**src/rtl/or1200_wb_arb_pkg.sv**
```systemverilog
// Shared types for the OR1200 two-master Wishbone arbiter: FSM states and
// the bit positions used in the one-hot grant vector.
package or1200_wb_arb_pkg;

  typedef enum logic [1:0] {
    IDLE  = 2'd0,
    GNT_I = 2'd1,
    GNT_D = 2'd2,
    ABORT = 2'd3
  } arb_state_t;

  localparam int GNT_IDX_I = 0;
  localparam int GNT_IDX_D = 1;

endpackage

```
**src/rtl/or1200_wb_arb_wdog.sv**
```systemverilog
// Bounded-wait watchdog: counts unanswered strobe cycles and flags the
// cycle on which the TO_CYCLES-th consecutive one occurs.
module or1200_wb_arb_wdog #(
  parameter int TO_CYCLES = 255
) (
  input  logic clk_i,
  input  logic rst_i,
  input  logic clr,
  input  logic inc,
  output logic fire
);

  localparam int CW = $clog2(TO_CYCLES + 1);
  localparam logic [CW-1:0] LAST = CW'(TO_CYCLES - 1);

  logic [CW-1:0] count;

  assign fire = inc && (count == LAST);

  // Clear wins over increment; saturate at the fire point so the count never wraps.
  always_ff @(posedge clk_i) begin
    if (rst_i || clr) begin
      count <= '0;
    end else if (inc && !fire) begin
      count <= count + CW'(1);
    end
  end

endmodule

```
**src/rtl/or1200_wb_arb.sv**
```systemverilog
// Two-master (IWB/DWB) Wishbone arbiter with watchdog abort.
// Define OR1200_WB_ARB_RR_EN for round-robin tie-break; default is fixed D priority.
module or1200_wb_arb
  import or1200_wb_arb_pkg::*;
#(
  parameter int AW        = 32,
  parameter int DW        = 32,
  parameter int TO_CYCLES = 255
) (
  input  logic            clk_i,
  input  logic            rst_i,
  input  logic            iwb_cyc_i,
  input  logic            iwb_stb_i,
  input  logic            iwb_we_i,
  input  logic [AW-1:0]   iwb_adr_i,
  input  logic [DW/8-1:0] iwb_sel_i,
  input  logic [DW-1:0]   iwb_dat_i,
  output logic [DW-1:0]   iwb_dat_o,
  output logic            iwb_ack_o,
  output logic            iwb_err_o,
  output logic            iwb_rty_o,
  input  logic            dwb_cyc_i,
  input  logic            dwb_stb_i,
  input  logic            dwb_we_i,
  input  logic [AW-1:0]   dwb_adr_i,
  input  logic [DW/8-1:0] dwb_sel_i,
  input  logic [DW-1:0]   dwb_dat_i,
  output logic [DW-1:0]   dwb_dat_o,
  output logic            dwb_ack_o,
  output logic            dwb_err_o,
  output logic            dwb_rty_o,
  output logic            wb_cyc_o,
  output logic            wb_stb_o,
  output logic            wb_we_o,
  output logic [AW-1:0]   wb_adr_o,
  output logic [DW/8-1:0] wb_sel_o,
  output logic [DW-1:0]   wb_dat_o,
  input  logic [DW-1:0]   wb_dat_i,
  input  logic            wb_ack_i,
  input  logic            wb_err_i,
  input  logic            wb_rty_i,
  output logic [1:0]      gnt_o
);

  arb_state_t state_q, state_d, arb_next;
  logic       tie_pick_d;
  logic       abort_owner_d_q;
  logic [1:0] abort_err_q;
  logic       resp_any;
  logic       owner_i, owner_d;
  logic       wdog_clr, wdog_inc, wdog_fire;

  assign resp_any = wb_ack_i | wb_err_i | wb_rty_i;
  assign owner_i  = (state_q == GNT_I);
  assign owner_d  = (state_q == GNT_D);

`ifdef OR1200_WB_ARB_RR_EN
  logic last_gnt_d_q;

  always_ff @(posedge clk_i) begin
    if (rst_i) begin
      last_gnt_d_q <= 1'b0;
    end else if (state_d == GNT_D) begin
      last_gnt_d_q <= 1'b1;
    end else if (state_d == GNT_I) begin
      last_gnt_d_q <= 1'b0;
    end
  end

  assign tie_pick_d = !last_gnt_d_q;
`else
  assign tie_pick_d = 1'b1;
`endif

  always_comb begin
    arb_next = IDLE;
    if (dwb_cyc_i && (!iwb_cyc_i || tie_pick_d)) begin
      arb_next = GNT_D;
    end else if (iwb_cyc_i) begin
      arb_next = GNT_I;
    end
  end

  // The grant is only released when the owner drops cyc, so bursts and RMW stay atomic.
  always_comb begin
    state_d = state_q;
    case (state_q)
      IDLE:  state_d = arb_next;
      GNT_I: if (wdog_fire) state_d = ABORT; else if (!iwb_cyc_i) state_d = arb_next;
      GNT_D: if (wdog_fire) state_d = ABORT; else if (!dwb_cyc_i) state_d = arb_next;
      ABORT: if (!(abort_owner_d_q ? dwb_cyc_i : iwb_cyc_i)) state_d = arb_next;
      default: state_d = IDLE;
    endcase
  end

  always_ff @(posedge clk_i) begin
    if (rst_i) begin
      state_q         <= IDLE;
      abort_err_q     <= '0;
      abort_owner_d_q <= 1'b0;
    end else begin
      state_q     <= state_d;
      abort_err_q <= '0;
      if (wdog_fire) begin
        abort_err_q[GNT_IDX_I] <= owner_i;
        abort_err_q[GNT_IDX_D] <= owner_d;
        abort_owner_d_q        <= owner_d;
      end
    end
  end

  always_comb begin
    wb_cyc_o = 1'b0;
    wb_stb_o = 1'b0;
    wb_we_o  = 1'b0;
    wb_adr_o = '0;
    wb_sel_o = '0;
    wb_dat_o = '0;
    if (owner_i && iwb_cyc_i) begin
      wb_cyc_o = 1'b1;
      wb_stb_o = iwb_stb_i;
      wb_we_o  = iwb_we_i;
      wb_adr_o = iwb_adr_i;
      wb_sel_o = iwb_sel_i;
      wb_dat_o = iwb_dat_i;
    end else if (owner_d && dwb_cyc_i) begin
      wb_cyc_o = 1'b1;
      wb_stb_o = dwb_stb_i;
      wb_we_o  = dwb_we_i;
      wb_adr_o = dwb_adr_i;
      wb_sel_o = dwb_sel_i;
      wb_dat_o = dwb_dat_i;
    end
  end

  assign iwb_dat_o = wb_dat_i;
  assign dwb_dat_o = wb_dat_i;
  assign iwb_ack_o = owner_i & wb_ack_i;
  assign iwb_rty_o = owner_i & wb_rty_i;
  assign iwb_err_o = (owner_i & wb_err_i) | abort_err_q[GNT_IDX_I];
  assign dwb_ack_o = owner_d & wb_ack_i;
  assign dwb_rty_o = owner_d & wb_rty_i;
  assign dwb_err_o = (owner_d & wb_err_i) | abort_err_q[GNT_IDX_D];

  assign gnt_o[GNT_IDX_I] = owner_i;
  assign gnt_o[GNT_IDX_D] = owner_d;

  // Any state change (a new grant included) restarts the wait budget.
  assign wdog_clr = resp_any || (state_d != state_q) || !(owner_i || owner_d);
  assign wdog_inc = wb_stb_o && !resp_any;

  or1200_wb_arb_wdog #(
    .TO_CYCLES(TO_CYCLES)
  ) u_wdog (
    .clk_i(clk_i),
    .rst_i(rst_i),
    .clr  (wdog_clr),
    .inc  (wdog_inc),
    .fire (wdog_fire)
  );

endmodule

```
**config.mk**
```make
export PLATFORM = sky130hd
export DESIGN_NAME = or1200_wb_arb
export DESIGN_NICKNAME = d
export VERILOG_FILES = /design/src/rtl/or1200_wb_arb_pkg.sv /design/src/rtl/or1200_wb_arb_wdog.sv /design/src/rtl/or1200_wb_arb.sv
export SDC_FILE = /design/constraint.sdc
export NUM_CORES = 1
export LEC_CHECK = 0
export BUFFER_PORTS_ARGS = -buffer_cell sky130_fd_sc_hd__buf_4
export CORE_AREA = 2 2 126 128
export CTS_CLUSTER_SIZE = 12
export DETAILED_ROUTE_END_ITERATION = 8
export DIE_AREA = 0 0 128 130
export HOLD_SLACK_MARGIN = 0.15
export PLACE_DENSITY_LB_ADDON = 0.05
export SLEW_MARGIN = 20
export SYNTH_ARGS = -nofsm -noshare
export SYNTH_HDL_FRONTEND = slang
export SYNTH_SLANG_ARGS = --single-unit
```
**constraint.sdc**
```tcl
create_clock -name clk_i -period 2.4 [get_ports clk_i]
set_clock_uncertainty 0.1 [all_clocks]
set_input_delay 0.12 -clock clk_i [delete_from_list [all_inputs] [get_ports clk_i]]
set_output_delay 0.12 -clock clk_i [all_outputs]
set_load 0.1 [all_outputs]
```
## After elaboration in Yosys (flattened, before gate mapping)

Cells that the tools add are included.

| storage, ports and cells | value |
|---|---|
| bits in registers | 13 |
| input bits | 179 |
| output and inout bits | 143 |
| logic and storage cells | 56 |

| operators by class | value |
|---|---|
| add/subtract/negate cells | 1 |
| equality and inequality tests | 5 |
| muxes and demuxes | 21 |
| bitwise logic cells | 11 |
| reduce and logical (&&, ||, !) cells | 14 |

Operator list:

| kind | number |
|---|---|
| $mux W32 | 4 |
| $mux W2 | 6 |
| $add A8 B1 Y8 const B | 1 |
| $eq A8 B8 Y1 const B | 1 |
| $mux W1 | 8 |
| $mux W4 | 2 |
| $pmux W2 S4 | 1 |
| $and A1 B1 Y1 | 6 |
| $logic_and A1 B1 Y1 | 5 |
| $eq A2 B2 Y1 const B | 2 |
| $logic_or A1 B1 Y1 | 4 |
| $or A1 B1 Y1 | 4 |
| $logic_not A1 Y1 | 3 |
| $eq A2 B1 Y1 const B | 1 |
| $logic_not A2 Y1 | 1 |
| $ne A2 B2 Y1 | 1 |
| $reduce_or A2 Y1 | 1 |
| $not A1 Y1 | 1 |

## Depth between registers and ports, before layout

Gate-level depths: netlist of run 1.

| logic depth | value |
|---|---|
| word-level depth | 12 |
| mapped depth | 10 |
| mapped depth without buffers | 8 |

## Cells and area by module

A second synthesis of run 1 with hierarchy kept.

| unflattened totals | value |
|---|---|
| cells, all modules | 265 |
| area, all modules | 2154.6 µm² |

Modules (own cells, without submodules):

| module | times used | cells each | area an instance (µm²) | sequential area each (µm²) |
|---|---|---|---|---|
| or1200_wb_arb | 1 | 214 | 1699.1 | 100.1 |
| or1200_wb_arb_wdog | 1 | 51 | 455.4 | 160.2 |

## Worst setup path before layout of run 1

Ideal clock, no wire load.

| path | value |
|---|---|
| path type | register -> output |
| start | reg state_q[1] |
| end | out wb_adr_o[21] |
| data arrival time | 2592 ps |
| path slack | -412 ps |
| cell stages (with the launch flop) | 9 |
| buffers on the path | 3 |
| cell sequence | dfxtp_1 -> inv_1 -> ha_1 -> and2_4 -> buf_6 -> nor2_1 -> buf_2 -> buf_1 -> a22o_1 |

| between the ends | value |
|---|---|
| elaborated cells between the ends (all ways) | 6 |
| those cells by class | 2 x eq/ne; 2 x mux; 2 x reduce/logical |

RTL lines:

| item | RTL line | RTL |
|---|---|---|
| start, declared | or1200_wb_arb.sv:45 | `arb_state_t state_q, state_d, arb_next;` |
| start signal, assigned | or1200_wb_arb.sv:102 | `state_q <= state_d;` |
| $eq A2 B1 Y1 | or1200_wb_arb.sv:54 | `assign owner_i = (state_q == GNT_I);` |
| named net owner_i | or1200_wb_arb.sv:50 | `logic owner_i, owner_d;` |
| $logic_and A1 B1 Y1 | or1200_wb_arb.sv:119 | `if (owner_i && iwb_cyc_i) begin` |
| $mux W32 | or1200_wb_arb.sv:119 |  |
| end, declared | or1200_wb_arb.sv:35 | `output logic [AW-1:0] wb_adr_o,` |

The timed path passes the listed nets, and every way through them passes these cells.

## Worst setup path in the final report of run 1

| path | value |
|---|---|
| start | reg state_q[1] |
| end | out wb_adr_o[29] |

| between the ends | value |
|---|---|
| word-level cells in the longest chain between the ends | 4 |
| elaborated cells between the ends (all ways) | 6 |
| those cells by class | 2 x eq/ne; 2 x mux; 2 x reduce/logical |

Ends and longest elaborated chain:

| item | RTL line | RTL |
|---|---|---|
| $eq A2 B2 Y1 | or1200_wb_arb.sv:55 | `assign owner_d = (state_q == GNT_D);` |
| $logic_and A1 B1 Y1 | or1200_wb_arb.sv:126 | `end else if (owner_d && dwb_cyc_i) begin` |
| $mux W32 | or1200_wb_arb.sv:126 |  |
| $mux W32 * | or1200_wb_arb.sv:119 |  |

Mark *: on every way between the ends. The rest lies on a longest branch, timed or not.

==> results.md, run 1 <==
* Root Driver: clkbuf_16
* Peak Freq at 0.4335 GHz
* Dpl hpwl at 11.23 mm
* Number of DRC markers in iteration 0 at 99
* Core area at 0.01542 mm^2
* Pin count of the biggest net entering global routing at 71
* Initial Utilization at 13.71%
* Synth Flop Type: dfxtp_1
* Ports at 322
* Port bufs at 225
* CTS sink cnt at 13
* Hold crit path type: in2reg
* Die height at 130 um
* Routed WL at 14.27 mm
* Die ar. at 0.01664 mm^2
* Final slew viol count at 0
* Critical Path RT at 2.18 ns
* Commonest cells in the netlist: 69 x a22o_1, 66 x buf_4, 15 x clkbuf_1
* Routed length per instance at 22.27 um
* Gr usage total at 14.71%
* First-pass GRT wire length at 17.82 mm
* Grt total ovfl at 0
* Ys async rst share at 0%
* DRC Markers at 0
* Number of distinct library cells after synthesis at 38
* Final setup fails at 0
* Leakage at 2.234 nW
* Synth Cell Area at 0.002115 mm^2
* Mean Syn Cell Area at 8.133 um^2
* Largest area contributor in the netlist: a22o_1
* Sequential element share of the synthesized area at 12.31%
* # rows at 46
* Core Util, Final at 30.92%
* Latest clock arrival within the worst-skew pair at 0.24 ns
* Max-Cap Viols at 0
* Post-synth EDFFs at 0
* N_diodes at 0
* PD cells at 516.1 mW/mm^2
* Post-Synthesis Cells at 260
* Crit Path Max Fanout at 14
* Synth Register Bits at 13
* Post-DRT Antenna Nets at 0
* Placement Setup Slack at 0.1342 ns
* CTS tree: yes
* Final Cycle Share at 96.12%
* Area share of the largest cell type after synthesis at 28.58%
* CTS max path bufs at 2
* Placer Congestion at 0.7695
* P&R area growth vs syn at 125.6%
* Mapped Nets at 445
* Fin crit period at 2.307 ns
* Worst hold slack at 0.1685 ns
* Final Hold Violating Endpoints at 0
* Setup Crit Path Kind: reg2out
* Synth top area cells: a22o_1 29%, buf_4 23%, dfxtp_1 12%
* DIE WIDTH at 128 um
* Initial antenna violation count at 1
* Net total in the final layout at 635
* Yosys warns at 0
* Via density at 4.256
* Maximum VDD drop at 0.0002119 V
* Worst Setup Slack, final at 0.09317 ns
* CTS Buf Count at 3
* Fill count at 1664
* Vias in the first global route at 2629
* Run status: completed
* Worst rel slew slack at 69.28%
* Layout cell share with drive strength beyond 1 at 78.17%
* Crit. End Element: output port
* DR vias at 2728
* Data arrival, critical path at 2.09 ns
* Top-count cell post-synth: a22o_1
* Worst-Margin Slew at 0.4591 ns
* Crit start category: register
* Worst-path clk slew at 0.04 ns
* Router iterations before antenna repair at 4
* CTS HTree Levels at 1
==> power by group <==
| group | leakage (nW) | internal [mW] | switching (mW) |
|---|---|---|---|
| clock network | 0.0382 | 0.224 | 0.0941 |
| registers | 0.105 | 0.221 | 0.00373 |
| logic | 2.09 | 0.568 | 1.35 |
==> cells by family (layout without fill, tap and decap cells) <==
| kind of cell | Yosys count | after routing | share of synthesized area [%] |
|---|---|---|---|
| flops | 13 | 13 | 12.31 |
| xor+xnor | 7 | 7 | 2.899 |
| buf+inv | 93 | 282 | 29.35 |
| compound gates | 90 | 90 | 36.75 |
| fa+ha+maj | 6 | 6 | 3.550 |
| simple gates | 48 | 48 | 13.73 |
| mux | 3 | 3 | 1.420 |
==> placed cells by master (no fill, tap or decap), types with 5 or more instances in the layout <==
master   netlist  layout
nand3_1        6       6
inv_1          6       6
and2_1         5       5
xnor2_1        7       7
buf_4         66     181
a22o_2         0      59
dfxtp_1       13      12
nor3b_1        8       8
buf_6          3      44
ha_1           6       5
a22o_4         0      10
nor4_1         5       5
buf_12         0      41
==> final cells by class <==
class,instances,area [um^2],share of cell area [%]
well taps,192,240.2,5.037
repair buffers,271,2755,57.76
flip-flops and latches,13,261.5,5.483
multi-input cells,154,1405,29.46
clock buffers,4,78.83,1.653
inverters,7,28.78,0.6034
==> path summary, 6_finish.rpt <==
check	endpoint	startpoint	slack [ns]	cells past startpoint
setup / recovery	wb_adr_o[29]	state_q[1]$_SDFF_PP0_	0.09	9
hold / removal	state_q[1]$_SDFF_PP0_	dwb_cyc_i	0.17	3
setup reg to reg	u_wdog.count[1]$_SDFFE_PP0P_	state_q[1]$_SDFF_PP0_	0.17	7
hold reg to reg	state_q[0]$_SDFF_PP0_	state_q[0]$_SDFF_PP0_	0.41	2
==> critical path, cell delays in order (launching register included) <==
cell,delay (ns)
dfxtp_1,0.32
buf_4,0.14
ha_2,0.20
buf_4,0.16
nand2_1,0.10
nor2_4,0.14
buf_4,0.17
buf_8,0.18
a22o_4,0.13
buf_4,0.28
==> routing by layer <==
metal  global-route usage, %  wire length [um]  up-vias
met5                       0                10        -
met4                   1.293                32        2
met3                   4.428              1393        6
met2                   22.43              6414      180
met1                   21.21              6421     1246
li1                        -                 -     1294
==> through the flow <==
stage	cell area (um^2)	power (mW)	TNS, ns	cells
3_3_place_gp	3706	1.517	0	600
5_1_grt	4770	2.542	-0.03003	641
3_5_place_dp	3706	1.514	0	600
6_report	4770	2.462	0	641
4_1_cts	4469	2.400	0	637
2_1_floorplan	2272	1.613	-0.08891	260
==> registers in the layout (all words and copies together), names as in the netlist <==
| register | cells |
|---|---|
| u_wdog.count | 8 |
| abort_err_q | 2 |
| state_q | 2 |
| abort_owner_d_q | 1 |
==> timing repair <==
item | 4_1_cts | 5_1_grt
hold buffers | 33 | 0
setup buffers | 0 | 2
resized for setup | 9 | 64
hold endpoints to repair | 69 | 0
endpoints found under the setup margin | 9 | 59
cloned | 0 | 2
pin swaps | 0 | 1
Power figures use the tool's default switching activity.
==> run 2, diff against run 1 <==
--- a/config.mk
+++ b/config.mk
@@ -12,6 +12,8 @@
 export DIE_AREA = 0 0 128 130
 export HOLD_SLACK_MARGIN = 0.15
 export PLACE_DENSITY_LB_ADDON = 0.05
+export RECOVER_POWER = 25
+export SETUP_SLACK_MARGIN = 0.15
 export SLEW_MARGIN = 20
 export SYNTH_ARGS = -nofsm -noshare
 export SYNTH_HDL_FRONTEND = slang
==> results.md, run 2 (synthesized netlist as in run 1, its figures left out) <==
* Run status: finished with violations
* Violations in the final reports: max-capacitance violations, max-slew violations
* Final slew viol count at 20
* Leakage at 2.355 nW
* Critical Path RT at 2.43 ns
* Initial antenna violation count at 0
* Worst Setup Slack, final at 0.2404 ns
* Most common cell after layout, fill and taps aside: buf_4
* Number of DRC markers in iteration 0 at 79
* Via density at 4.273
* Net Sw Power at 1.472 mW
* Crit-path cells: inv_2, ha_4, and2_4, o21a_1, o31a_1, o32ai_4, buf_12, nor3b_1
* Most frequent cells in the layout: 169 x buf_4, 50 x a22o_4, 42 x buf_6
* DIE WIDTH at 128 um
* Data arrival, critical path at 2.19 ns
* Pin count of the biggest net entering global routing at 57
* Non-filler instance count after layout at 644
* Router iterations before antenna repair at 4
* Max-Cap Viols at 20
* Placement Setup Slack at 0.1412 ns
* Maximum VDD drop at 0.0002240 V
* Dpl hpwl at 9.282 mm
* Routed length per instance at 18.83 um
* Root Driver: clkbuf_16
* CTS Buf Count at 3
* Crit. End Element: register
* Peak Freq at 0.4631 GHz
* Fin crit period at 2.160 ns
* Net total in the final layout at 638
* Largest register FFs at 8
* FF/Latch Area at 264.0 um^2
* P_int at 1.033 mW
* CTS tree: yes
* Post-route setup TNS at 0 ns
* Sequential share of power at 9.1%
* Final setup fails at 0
* Crit start category: register
* Vias in the first global route at 2891
* N_diodes at 0
* DR vias at 2752
* Final Hold Violating Endpoints at 0
* Latest clock arrival within the worst-skew pair at 0.24 ns
* Multi-input gate area at 0.001742 mm^2
* Placed Cells at 602
* Placer Congestion at 0.7361
* Switching share of total power at 58.76%
* Crit path buf inv count at 2
* Crit Path Max Fanout at 8
* Total power at 2.506 mW
* CTS HTree Levels at 1
* Worst-path clk slew at 0.05 ns
* CP max stage cell: dfxtp_4
* Unrepaired setup endpoints after global routing: true
* Grt total ovfl at 0
* Fill count at 1636
* Post-DRT Antenna Nets at 0
* Gr usage total at 13.03%
* Final Cycle Share at 89.98%
* Port bufs at 225
* Power share of the clock group at 12.8%
* Worst rel slew slack at -54.19%
* CP top delay family: compound AO/OA/AOI/OAI gates
* Initial Utilization at 13.71%
* # rows at 46
* Reg with most FFs: u_wdog.count
* Layout cell share with drive strength beyond 1 at 74.56%
* Setup Crit Path Kind: reg2reg
* P&R area growth vs syn at 135.4%
* Post-DP Area at 0.004043 mm^2
* Die height at 130 um
* Largest regs: u_wdog.count (8), abort_err_q (2), state_q (2)
* DRC Markers at 0
* Routed WL at 12.13 mm
* Max incr delay on CP at 0.40 ns
* PD cells at 503.4 mW/mm^2
* Core area at 0.01542 mm^2
* First-pass GRT wire length at 16.82 mm
* Hold crit path type: in2reg
* Worst-Margin Slew at 2.323 ns
* CTS max path bufs at 2
* Combinational group share of total power at 78.1%
* Ports at 322
* Die ar. at 0.01664 mm^2
* Final Instance Area at 0.004977 mm^2
* CTS sink cnt at 13
-- run 2: final timing paths --
check                               startpoint  cells past startpoint  slack, ns                            to
setup reg to reg         state_q[1]$_SDFF_PP0_                      8       0.24  u_wdog.count[0]$_SDFFE_PP0P_
hold / removal                        wb_rty_i                      4       0.20     abort_err_q[0]$_SDFF_PP0_
hold reg to reg   abort_owner_d_q$_SDFFE_PP0N_                      2       0.43  abort_owner_d_q$_SDFFE_PP0N_
setup / recovery         state_q[1]$_SDFF_PP0_                      8       0.24  u_wdog.count[0]$_SDFFE_PP0P_
-- run 2: worst min-delay path, cell delays in order --
cell and delay (ns):
buf_4 0.09, nor3_1 0.10, nand3_1 0.14, nor3_1 0.05
-- run 2: cell type report --
class                   instances  share of cell area, %
repair buffers                274                  52.72
multi-input cells             154                  34.99
flip-flops and latches         13                  5.304
well taps                     192                  4.827
clock buffers                   4                  1.584
inverters                       7                 0.5782
-- run 2: layer usage --
metal / global-route usage [%] / vias up / share of wire, %
met5: 0 / - / 0
met4: 1.487 / 0 / 0.16
met3: 5.002 / 2 / 9.3
met2: 24.69 / 136 / 55
met1: 14.20 / 1317 / 36
li1: - / 1297 / -
-- run 2: power by group through the flow --
stage / clock, mW / sequential (mW) / combinational [mW]
finish: 0.321 / 0.227 / 1.96
global route: 0.347 / 0.227 / 2.02
CTS: 0.333 / 0.226 / 1.93
detailed placement: 0 / 0.231 / 1.34
global placement: 0 / 0.231 / 1.34
floorplan: 0 / 0.232 / 1.44
-- run 2: stage by stage --
stage | hold WS, ns | utilization (%)
after floorplan | 0.08165 | -
after global placement | 0.1410 | 26.21
after detailed placement | 0.1410 | 26.21
after CTS | 0.1859 | 31.85
after global routing | 0.2400 | 32.27
final | 0.2000 | 32.27
-- run 2: timing repair --
action                     4_1_cts  5_1_grt
resized for setup               26       80
setup endpoints to repair       57       75
hold endpoints to repair        69        0
pin swaps                        1        2
hold buffers                    34        0
buffers inserted                 0        2
gates cloned                     1        1
